--- src/rtl/xadc_sample_filter.sv ---
// Block-averages XADC DRP results for one channel and hands each average out through a
// one-entry valid/ready buffer; optional hysteresis on `level` via XADC_HYSTERESIS_EN.
module xadc_sample_filter #(
    parameter int unsigned AVG_LOG2    = 3,
    parameter logic [4:0]  CHANNEL_SEL = 5'd0
) (
    input  logic        clk,
    input  logic        rst,
    input  logic        drdy,
    input  logic [15:0] do_data,
    input  logic [4:0]  channel,
    input  logic [11:0] thresh_hi,
    input  logic [11:0] thresh_lo,
    output logic [11:0] avg_data,
    output logic        avg_valid,
    input  logic        avg_ready,
    output logic        level,
    output logic        overflow,
    output logic [15:0] sample_count
);

    localparam int unsigned AccW = 12 + AVG_LOG2;
    localparam int unsigned CntW = (AVG_LOG2 > 0) ? AVG_LOG2 : 1;
    localparam logic [CntW-1:0] CntLast = CntW'((1 << AVG_LOG2) - 1);

    typedef enum logic {StEmpty, StFull} state_t;

    state_t            state;
    logic [AccW-1:0]   acc;
    logic [AccW-1:0]   sum;
    logic [CntW-1:0]   cnt;
    logic [11:0]       code;
    logic [11:0]       avg;
    logic              accept;
    logic              last;
    logic              complete;
    logic              level_next;

    assign code     = do_data[15:4];
    assign accept   = drdy && (channel == CHANNEL_SEL);
    assign last     = (AVG_LOG2 == 0) || (cnt == CntLast);
    assign complete = accept && last;
    // Accumulator is sized so the full window sum fits; the top 12 bits are the mean.
    assign sum      = acc + AccW'(code);
    assign avg      = sum[AccW-1 -: 12];

`ifdef XADC_HYSTERESIS_EN
    logic unused_bits;
    assign unused_bits = ^do_data[3:0];

    always_comb begin
        level_next = level;
        if (avg >= thresh_hi) begin
            level_next = 1'b1;
        end else if (avg <= thresh_lo) begin
            level_next = 1'b0;
        end
    end
`else
    logic unused_bits;
    assign unused_bits = ^{thresh_lo, do_data[3:0]};

    always_comb begin
        level_next = (avg >= thresh_hi);
    end
`endif

    always_ff @(posedge clk) begin
        if (rst) begin
            state        <= StEmpty;
            acc          <= '0;
            cnt          <= '0;
            avg_data     <= 12'h000;
            avg_valid    <= 1'b0;
            level        <= 1'b0;
            overflow     <= 1'b0;
            sample_count <= 16'h0000;
        end else begin
            if (accept) begin
                sample_count <= sample_count + 16'd1;
                if (last) begin
                    acc <= '0;
                    cnt <= '0;
                end else begin
                    acc <= sum;
                    cnt <= cnt + CntW'(1);
                end
            end

            // Level tracks every completed average, even one the buffer has to drop.
            if (complete) begin
                level <= level_next;
            end

            case (state)
                StEmpty: begin
                    if (complete) begin
                        avg_data  <= avg;
                        avg_valid <= 1'b1;
                        state     <= StFull;
                    end
                end
                StFull: begin
                    if (complete) begin
                        if (avg_ready) begin
                            avg_data <= avg;
                        end else begin
                            overflow <= 1'b1;
                        end
                    end else if (avg_ready) begin
                        avg_valid <= 1'b0;
                        state     <= StEmpty;
                    end
                end
                default: begin
                    state     <= StEmpty;
                    avg_valid <= 1'b0;
                end
            endcase
        end
    end

endmodule

--- config.mk ---
export PLATFORM = sky130hd
export DESIGN_NAME = xadc_sample_filter
export DESIGN_NICKNAME = d
export VERILOG_FILES = /design/src/rtl/xadc_sample_filter.sv
export SDC_FILE = /design/constraint.sdc
export NUM_CORES = 1
export LEC_CHECK = 0
export ABC_AREA = 1
export CORE_ASPECT_RATIO = 1.5
export CORE_MARGIN = 2
export CORE_UTILIZATION = 40
export DETAILED_ROUTE_END_ITERATION = 6
export PLACE_DENSITY_LB_ADDON = 0.25
export RECOVER_POWER = 25
export SETUP_SLACK_MARGIN = 0.5
export SLEW_MARGIN = 15
export SYNTH_ARGS = -nofsm -noshare
export SYNTH_HDL_FRONTEND = slang
export SYNTH_SLANG_ARGS = --single-unit
--- constraint.sdc ---
create_clock -name clk -period 3.5 [get_ports clk]
set_clock_uncertainty 0.05 [all_clocks]
set_input_delay 0.7 -clock clk [delete_from_list [all_inputs] [get_ports clk]]
set_output_delay 0.7 -clock clk [all_outputs]
set_load 0.05 [all_outputs]
Word-level counts from Yosys, hierarchy flattened --
Index checks and enable logic that the tools add are counted.
Word-level totals: register bits 50, input port bits 49, output and inout port bits 31
Operators by class: $add $sub $neg 3, order comparisons 1, eq/ne operators 5, multiplexer cells 14, bitwise gates (word level) 2, reductions and logical operators 6
Operator list (number):
- $mux 12 | 3
- $pmux 12 s2 | 1
- $add 16x1->16 const B | 1
- $add 15x12->15 | 1
- $mux 15 | 1
- $ge 12x12->1 | 1
- $reduce_and 3->1 | 3
- $mux 1 | 6
- $ne 2x2->1 const B | 3
- $logic_not 5->1 | 1
- $pmux 1 s2 | 2
- $add 3x1->3 const B | 1
- $eq 3x3->1 const B | 1
- $mux 3 | 1
- $logic_and 1x1->1 | 2
- $ne 2x1->1 const B | 1
- $not 1->1 | 2

Longest topological paths before layout --
Gate-level depths: netlist of run 1.
depth in word-level cells 5, mapped depth 17, mapped depth without buffers 17

Worst setup path before layout of run 1 --
Ideal clock, no wire load.
path type in2reg, start point input port do_data[4], end point register level, library setup time 0.070 ns, arrival 2.584 ns, required time 3.380 ns, path slack 0.796 ns, cell stages on the path 17, buffers on the path 0, cell sequence ha_1 > inv_1 > fa_1 > inv_1 > nand3_1 > nand3_1 > nand2_1 > nand3_1 > nand2_1 > nand2_1 > inv_1 > ha_1 > a21oi_1 > o21a_1 > o21ai_0 > nor2_1 > a21oi_1
On the way: word-level cells in the longest chain between the ends 2
Ends and longest elaborated chain:
- start: declaration | line 10 | input logic [15:0] do_data,
- $add 15x12->15 | line 44 | assign sum = acc + AccW'(code);
- net sum[8] | line 30 | logic [AccW-1:0] sum;
- $ge 12x12->1 | line 64 | level_next = (avg >= thresh_hi);
- end signal: assignment | line 92 | level <= level_next;
- end: declaration | line 17 | output logic level,
The timed path passes the listed nets, and every way through them passes these cells. A chain may end at the register's enable or synchronous reset.

Final worst setup path of run 1 --
start point input port drdy, end point register avg_data[7]
On the way: word-level cells in the longest chain between the ends 4, elaborated cells on any way between the ends 5, those cells by class eq/ne (2); reduce/logical (3)
Ends and longest elaborated chain:
- start: declaration | line 9 | input logic drdy,
- $logic_and 1x1->1 (*) | line 40 | assign accept = drdy && (channel == CHANNEL_SEL);
- $logic_and 1x1->1 (*) | line 42 | assign complete = accept && last;
- $ne 2x2->1 (no source line) / $ne 2x1->1 (equally long branches)
- $reduce_and 3->1 (no source line) (*)
- end signal: assignment | line 98 | avg_data <= avg;
- end signal: assignment | line 106 | avg_data <= avg;
- end: declaration | line 14 | output logic [11:0] avg_data,
Mark *: on every way between the ends. The rest lies on a longest branch, timed or not.

==> results of run 1 <==
## report_power, final
group / internal, mW / switching (mW)
clock: 0.353 / 0.215
combinational: 0.0700 / 0.0738
sequential: 0.570 / 0.000952
total: 0.993 / 0.290
## what timing repair did
action	CTS	global route
endpoints found under the setup margin	1	5
resized for setup	12	33
pin swaps	2	8
## cells by family after synthesis
| kind of cell | synth area share |
|---|---|
| AND/OR/NAND/NOR | 0.341 |
| AO/OA/AOI/OAI | 0.101 |
| buffers and inverters | 0.117 |
| flip-flops | 0.302 |
| XOR/XNOR | 0.0238 |
| adder cells (fa/ha/maj) | 0.115 |
## final timing paths
path	start	end	slack, ns	cells after the start
worst max-delay path	drdy	avg_data[7]	0.57	11
worst min-delay path	sample_count[4]	sample_count[4]	0.42	2
worst max register to register	acc[0]	level	1.03	14
worst min register to register	sample_count[4]	sample_count[4]	0.42	2
## Yosys cell counts
master,count,area share
nor3_4,1,0.0049
nor3b_1,1,0.0023
and3_1,1,0.0019
nor2_2,3,0.0057
o211ai_1,2,0.0045
nand2_1,143,0.16
fa_1,1,0.0060
xnor2_1,3,0.0079
inv_1,90,0.10
buf_4,1,0.0023
nor2_4,2,0.0068
a211oi_1,1,0.0023
o21ai_0,13,0.020
clkbuf_1,7,0.0079
a21oi_2,1,0.0026
ha_1,29,0.11
a21boi_0,1,0.0023
nand2_2,4,0.0075
nand4_1,6,0.011
nand3_1,31,0.047
dfxtp_1,50,0.30
xor2_1,6,0.016
or2_2,2,0.0038
and2_1,1,0.0019
nand3b_1,1,0.0023
nor2_1,52,0.059
nand3_2,2,0.0060
nor3_1,7,0.011
o21a_1,2,0.0045
o21ai_1,4,0.0060
clkinv_1,1,0.0011
buf_2,2,0.0030
a21oi_1,39,0.059
nand3_4,1,0.0053
nor3_2,1,0.0030
inv_2,1,0.0011
## worst max-delay path: cells and delay by family
kind / cells / cell delay, ns
AND/OR/NAND/NOR: 4 / 0.91
adder cells (fa/ha/maj): 1 / 0.22
AO/OA/AOI/OAI: 1 / 0.22
buffers and inverters: 5 / 1.01
## flip-flops by register name (all words and copies together), names as in the netlist
| register | flops |
|---|---|
| avg_valid | 1 |
| state | 1 |
| overflow | 1 |
| sample_count | 16 |
| cnt | 3 |
| level | 1 |
| avg_data | 12 |
| acc | 15 |
## per-layer routing
layer  wire, microns  track usage
met3             270       0.0296
met2            4460        0.361
met4             114       0.0632
met5               0            0
met1            3310        0.197
## layout make-up
cell class | count | share of cell area
clock buffers | 6 | 0.0314
clock inverters | 1 | 0.00678
inverters | 92 | 0.0780
well taps | 105 | 0.0297
multi-input cells | 361 | 0.474
repair buffers | 69 | 0.154
flip-flops and latches | 50 | 0.226
## per-stage QoR
| step | cells | cell area (sq um) | hold WS [ns] | setup TNS, ns |
|---|---|---|---|---|
| finish | 684 | 4430 | 0.416 | 0 |
| global route | 684 | 4430 | 0.441 | 0 |
| CTS | 684 | 4290 | 0.418 | 0 |
| detailed placement | 677 | 4080 | 0.402 | -0.0428 |
| global placement | 677 | 4080 | 0.394 | 0 |
| floorplan | 513 | 3320 | 0.393 | 0 |
==> impl_metrics.ini, run 1 <==
[pwr]
powerDensity_mw_per_mm2 = 290
leakage_nw = 2.05
power.total_mw = 1.28
peakVddDrop_mv = 0.211

[worst_setup_path]
crit_required_ns = 3.64
worst_path_most_repeated_cell = inv_1
criticalPathCategory = input port to register
cp-end-kind = register
worstPathArrival_ns = 3.07
crit_chain = dlygate4sd3_1, inv_1, nor2_1, nand3_4, nor2_1, inv_1, ha_1, nor3_2, inv_1, o21ai_0, inv_1
crit_path_start_kind = input port
crit_fanout = 10
slowest_stage = dlygate4sd3_1
slowest_delay_ns = 0.52

[final_layout]
num-fill-cells = 808
final_common_cell = nand2_1
final_util = 0.553
final_nets = 658
layout_common_cells = 137 x nand2_1, 87 x inv_1, 54 x clkdlybuf4s50_1, 53 x nor2_1, 50 x dfxtp_1
antenna_cells = 0
syn_to_final_growth_pct = 33.5
drive_gt1_frac = 0.112
seqCellArea_sq_mm = 0.00100
multiInputGateArea_sq_mm = 0.00210

[synthesis]
synth-warning-count = 0
synthesis.instances = 513
syn-mean-instance-area_sq_um = 6.46
synth-seq-area-share = 0.302
syn_nets = 592
synth_area_sq_mm = 0.00332
ys_seq_elements = 50
yosys.cell_types.count = 36

[sta]
rsz0062_at_grt = true
max_freq_ghz = 0.342
drv_slew = 0
worst_pin_slew_ns = 1.11
fin_crit_sh = 0.836
hold_viol_final = 0
setup_viol = 0
slew_headroom = 0.256
fin_ws_ns = 0.573
layout_min_cycle_time_ns = 2.93

[cts]
clock-sinks = 50
cts_tree = yes
clk_latency_ns = 0.30
numCtsBuffers = 5
clk_path_buf_depth = 2
htree_levels = 2
cts_setup_buffers = 0
root_buffer = clkbuf_16
cts_hold_buf = 0
clkTransAtPathRegs_ns = 0.06

[placement]
dp_slack_ns = -0.0428
io_buffers = 63
post-dp-hpwl_microns = 6140
gp_congestion = 0.833

[routing]
drt_iter0_drc = 118
wl_per_cell_microns = 11.9
firstDrtPassIters = 4
via_per_inst = 4.78
drc = 0
ant_nets = 0
wirelength_microns = 8160
via_count = 3269

[die]
placementRows = 40
floorplan.initialDensity = 0.414
dieArea_sq_mm = 0.00905
dieWidth_microns = 78.3
num_io_pins = 80
core_sq_mm = 0.00801
die_h_microns = 116

[global_routing]
grt_pass1_wl_microns = 13200
grt_use_total = 0.184
overflow = 0
antenna_found_initial = 0
grt_pass1_vias = 2984
grt_max_degree = 34

[min_path]
worstHoldPathType = register to register

[outcome]
status = completed

[run]
cap_violations = 0
Power figures use the tool's default switching activity.
==> run 2, diff against run 1 <==
- clock period: 3.5 -> 3 ns (I/O delays scaled with it)
==> run 2 against run 1 <==
Global-route usage grew 1.4 points. Combinational power grew 52%. Non-clock buffer count increased by 43. Critical path type unchanged. Largest cell class unchanged. Largest power group unchanged.
==> impl_metrics.ini, run 2 (synthesis gave the netlist of run 1 again) <==
[final_layout]
final_design_area_no_fill_sq_mm = 0.00505
num-fill-cells = 701
syn_to_final_growth_pct = 52.5
final_nets = 701
drive_gt1_frac = 0.283
final_common_cell = nand2_1
antenna_cells = 0
layout_common_cells = 105 x nand2_1, 78 x inv_1, 49 x clkdlybuf4s50_1, 48 x dfxtp_1, 46 x nor2_1
largest_register_ffs = 16
top_regs = sample_count (16), acc (15), avg_data (12)
final_util = 0.631
max_flop_register = sample_count

[routing]
via_per_inst = 4.84
via_count = 3519
wirelength_microns = 9020
drt_iter0_drc = 131
drc = 0
ant_nets = 0
firstDrtPassIters = 5
wl_per_cell_microns = 12.4

[sta]
slew_headroom = 0.559
setup_viol = 0
fin_ws_ns = 0.495
drv_slew = 0
layout_min_cycle_time_ns = 2.51
fin_crit_sh = 0.835
max_freq_ghz = 0.399
worst_pin_slew_ns = 0.661
hold_viol_final = 0
rsz0062_at_grt = true

[cts]
clkTransAtPathRegs_ns = 0.06
clk_latency_ns = 0.29
clock-sinks = 50
numCtsBuffers = 5
cts_hold_buf = 0
htree_levels = 2
cts_tree = yes
clk_path_buf_depth = 2
root_buffer = clkbuf_16

[pwr]
peakVddDrop_mv = 0.203
powerDensity_mw_per_mm2 = 285
leakage_nw = 2.30
power.total_mw = 1.44

[placement]
post-dp-hpwl_microns = 6440
gp_congestion = 0.880
io_buffers = 63
dpl_cell_area_sq_mm = 0.00433
dp_slack_ns = -0.291

[min_path]
min-delay-start = sample_count[4]
worstHoldPathType = register to register
hold_path_end = sample_count[4]
hold_path_depth = 2

[die]
die_h_microns = 116
dieArea_sq_mm = 0.00905
placementRows = 40
dieWidth_microns = 78.3
core_sq_mm = 0.00801
num_io_pins = 80
floorplan.initialDensity = 0.414

[run]
cap_violations = 0

[worst_setup_path]
criticalPathCategory = input port to register
r2r_setup_slack_ns = 0.59
cp-end-kind = register
r2r-end = level
worstPathArrival_ns = 2.65
ff2ff_path_depth = 14
crit_required_ns = 3.14
crit_fanout = 27
r2r-start = acc[0]
crit_path_start_kind = input port

[global_routing]
grt_max_degree = 28
grt_pass1_vias = 3408
grt_use_total = 0.199
overflow = 0
grt_pass1_wl_microns = 14400
antenna_found_initial = 0

[outcome]
status = completed
-- run 2: cell count changes in the layout (fill, tap and decap cells not counted), moves of 8 or more --
| cell | change |
|---|---|
| buf_4 | +35 |
| nand2_1 | -32 |
| nand2_2 | +20 |
| ha_4 | +12 |
| nand2_4 | +12 |
| inv_1 | -9 |
| inv_2 | +8 |
-- run 2: timing repair --
action | 4_1_cts | 5_1_grt
setup endpoints to repair | 1 | 3
resized for setup | 90 | 68
pin swaps | 36 | 44
setup buffers | 9 | 5
-- run 2: how the worst max path moves through the flow --
stage	slack [ns]	cells after the start	from	end
final	0.49	10	drdy	sample_count[8]
after global routing	0.28	10	drdy	sample_count[8]
after CTS	0.50	16	do_data[7]	level
after detailed placement	-0.29	18	do_data[4]	level
after global placement	-0.24	18	do_data[4]	level
after floorplan	0.52	17	do_data[4]	level
-- run 2: where the power goes --
part | leakage (nW) | internal [mW] | total, mW | switching, mW
clock network | 0.0629 | 0.305 | 0.555 | 0.250
registers | 0.404 | 0.665 | 0.667 | 0.00156
logic | 1.83 | 0.109 | 0.219 | 0.110
total | 2.30 | 1.08 | 1.44 | 0.361
-- run 2: layout make-up --
type / count / area (sq um) / area share
Multi-Input combinational cell: 361 / 2470 / 0.488
Sequential cell: 50 / 1000 / 0.199
Timing Repair Buffer: 112 / 970 / 0.192
Inverter: 92 / 348 / 0.0688
Tap cell: 105 / 131 / 0.0260
Clock buffer: 6 / 129 / 0.0255
Clock inverter: 1 / 7.51 / 0.00149
-- run 2: routing by layer --
| metal | track usage | routed length, microns | vias to the layer above |
|---|---|---|---|
| met3 | 0.0249 | 345 | 19 |
| li1 | - | - | 1817 |
| met1 | 0.200 | 3530 | 1610 |
| met2 | 0.390 | 4850 | 73 |
| met5 | 0 | 0 | - |
| met4 | 0.110 | 287 | 0 |
-- run 2: per-stage QoR --
step / hold slack [ns] / TNS (ns) / instances
6_report: 0.414 / 0 / 727
5_1_grt: 0.447 / 0 / 727
4_1_cts: 0.418 / 0 / 722
3_5_place_dp: 0.409 / -0.291 / 706
3_3_place_gp: 0.395 / -0.240 / 706
2_1_floorplan: 0.393 / 0 / 513
-- run 2: worst max-delay path, stage by stage --
cell             delay [ns]
clkdlybuf4s50_1        0.45
inv_1                  0.03
nor2_1                 0.16
nand3_4                0.08
clkbuf_2               0.42
inv_1                  0.31
and3_1                 0.28
nand3_1                0.12
o21ai_1                0.14
nor2_1                 0.05
==> run 3, diff against run 2 <==
- clock period: 3 -> 2.09 ns (I/O delays scaled with it)
==> run 3 against run 2 <==
The flow now finishes with violations (negative setup slack). Clock-buffer cell count is 1 lower. Die area stayed put. First-iteration DRC count is 66% higher. Worst hold slack worse by 0.0044 ns. Sequential power is 43% higher. Via count is 5.2% higher. Clock power is 71% higher. Sequential cell count stayed put. Final cell count is 1.8% higher. Global-route usage is 1.4 points higher. Power is 56% higher. Final area is 7.6% higher.
==> impl_metrics.ini, run 3 (synthesis gave the netlist of run 1 again) <==
[sta]
rsz0062_at_grt = true
drv_slew = 0
max_freq_ghz = 0.412
fin_crit_sh = 1.16
worst_pin_slew_ns = 0.649
fin_ws_ns = -0.337
layout_min_cycle_time_ns = 2.43
setup_viol = 1
hold_viol_final = 0
slew_headroom = 0.568

[cts]
root_buffer = clkbuf_16
htree_levels = 2
cts_tree = yes
cts_hold_buf = 0
clock-sinks = 50
clk_path_buf_depth = 2
numCtsBuffers = 5
clkTransAtPathRegs_ns = 0.07
clk_latency_ns = 0.30

[final_layout]
top_regs = sample_count (16), acc (15), avg_data (12)
seqCellArea_sq_mm = 0.00103
antenna_cells = 0
final_common_cell = nand2_1
final_nets = 713
final_util = 0.680
drive_gt1_frac = 0.406
num-fill-cells = 623
multiInputGateArea_sq_mm = 0.00266
layout_common_cells = 105 x nand2_1, 79 x inv_1, 43 x buf_4, 34 x nor2_1, 33 x nand2_2
syn_to_final_growth_pct = 64.1
final_design_area_no_fill_sq_mm = 0.00544
max_flop_register = sample_count
largest_register_ffs = 16

[global_routing]
overflow = 0
antenna_found_initial = 0
grt_pass1_wl_microns = 15400
grt_max_degree = 28
grt_pass1_vias = 3467
grt_use_total = 0.213

[routing]
drt_iter0_drc = 218
ant_nets = 0
via_count = 3703
firstDrtPassIters = 6
wirelength_microns = 10500
via_per_inst = 5.00
drc = 0
wl_per_cell_microns = 14.2

[die]
placementRows = 40
core_sq_mm = 0.00801
die_h_microns = 116
floorplan.initialDensity = 0.414
dieArea_sq_mm = 0.00905
num_io_pins = 80
dieWidth_microns = 78.3

[worst_setup_path]
ff2ff_path_depth = 14
crit_fanout = 3
slowest_delay_ns = 0.35
crit_family = adder cells
worstPathArrival_ns = 2.60
slowest_stage = dfxtp_2
path_buf_inv = 2
criticalPathCategory = register to register
cp-end-kind = register
r2r-start = acc[0]
r2r-end = level
crit_path_start_kind = register
crit_required_ns = 2.27
r2r_setup_slack_ns = -0.34
crit_chain = ha_4, inv_2, fa_2, inv_4, nand3_4, nand3_4, xor2_2, ha_1, o21ai_0, a21boi_0, o21ai_0, nand2_1, nand2_1, a21oi_1

[placement]
post-dp-hpwl_microns = 6730
io_buffers = 63
dpl_cell_area_sq_mm = 0.00452
dp_slack_ns = -0.927
gp_congestion = 0.899

[min_path]
worstHoldPathType = register to register
min-delay-start = sample_count[4]
hold_path_end = sample_count[4]
hold_path_depth = 2

[pwr]
peakVddDrop_mv = 0.525
leakage_nw = 2.45
power.total_mw = 2.24
powerDensity_mw_per_mm2 = 412

[run]
cap_violations = 0

[outcome]
violations = negative setup slack
status = finished, violations left
==> run 3: cell types whose count changed in the layout (fill, tap and decap cells not counted), sizes merged, moves of 2 or more <==
cell / previous run / this run
clkdlybuf4s50: 49 / 14
clkdlybuf4s15: 3 / 28
dlygate4sd2: 0 / 2
clkbuf: 14 / 24
dlygate4sd3: 2 / 0
buf: 50 / 57
clkdlybuf4s18: 0 / 2
==> run 3: where the power goes <==
part	internal [mW]	switching [mW]	total [mW]	leakage [nW]
Clock	0.568	0.382	0.950	0.0842
Sequential	0.952	0.00246	0.954	0.414
Combinational	0.164	0.173	0.337	1.95
==> run 3: timing repair <==
action                     4_1_cts  5_1_grt
cloned                           1        1
resized for setup              207      104
setup buffers                    6       11
setup endpoints to repair       77       40
pin swaps                       42       35
==> run 3: worst register-to-register path: cells and delay by family, from the launching register on <==
kind,cells,cell delay [ns]
AOI/OAI and AO/OA,4,0.63
xor gates and xnor gates,1,0.08
adders and majority gates,3,0.75
buffers and inverters,2,0.12
DFF,1,0.35
and+or+nand+nor,4,0.36
==> run 3: worst max path at each step <==
stage               start     to  slack [ns]  depth (start not counted)
3_5_place_dp   do_data[4]  level       -0.93                         17
6_report           acc[0]  level       -0.34                         14
2_1_floorplan  do_data[4]  level       -0.20                         17
4_1_cts            acc[0]  level       -0.24                         17
3_3_place_gp   do_data[4]  level       -0.85                         17
5_1_grt            acc[0]  level       -0.46                         14
==> run 3: layer usage <==
metal  up-vias  track usage  share of wire
met5         -            0              0
met4         0        0.103          0.039
met2       137        0.406           0.54
met1      1684        0.223           0.36
li1       1843            -              -
met3        39       0.0374          0.052
==> run 3: per-stage QoR <==
step / cells / hold WS, ns / setup TNS (ns)
floorplan: 513 / 0.393 / -0.202
global placement: 713 / 0.385 / -6.96
detailed placement: 713 / 0.395 / -8.12
CTS: 728 / 0.410 / -0.241
global route: 740 / 0.419 / -0.595
finish: 740 / 0.409 / -0.337
==> run 3: final cells by class <==
class / count / area share
sequential: 50 / 0.189
timing repair inverter: 1 / 0.00138
clock buffer: 5 / 0.0230
tap: 105 / 0.0241
inverter: 92 / 0.0648
timing repair buffer: 123 / 0.200
clock inverter: 3 / 0.00805
multi-input combinational: 361 / 0.489
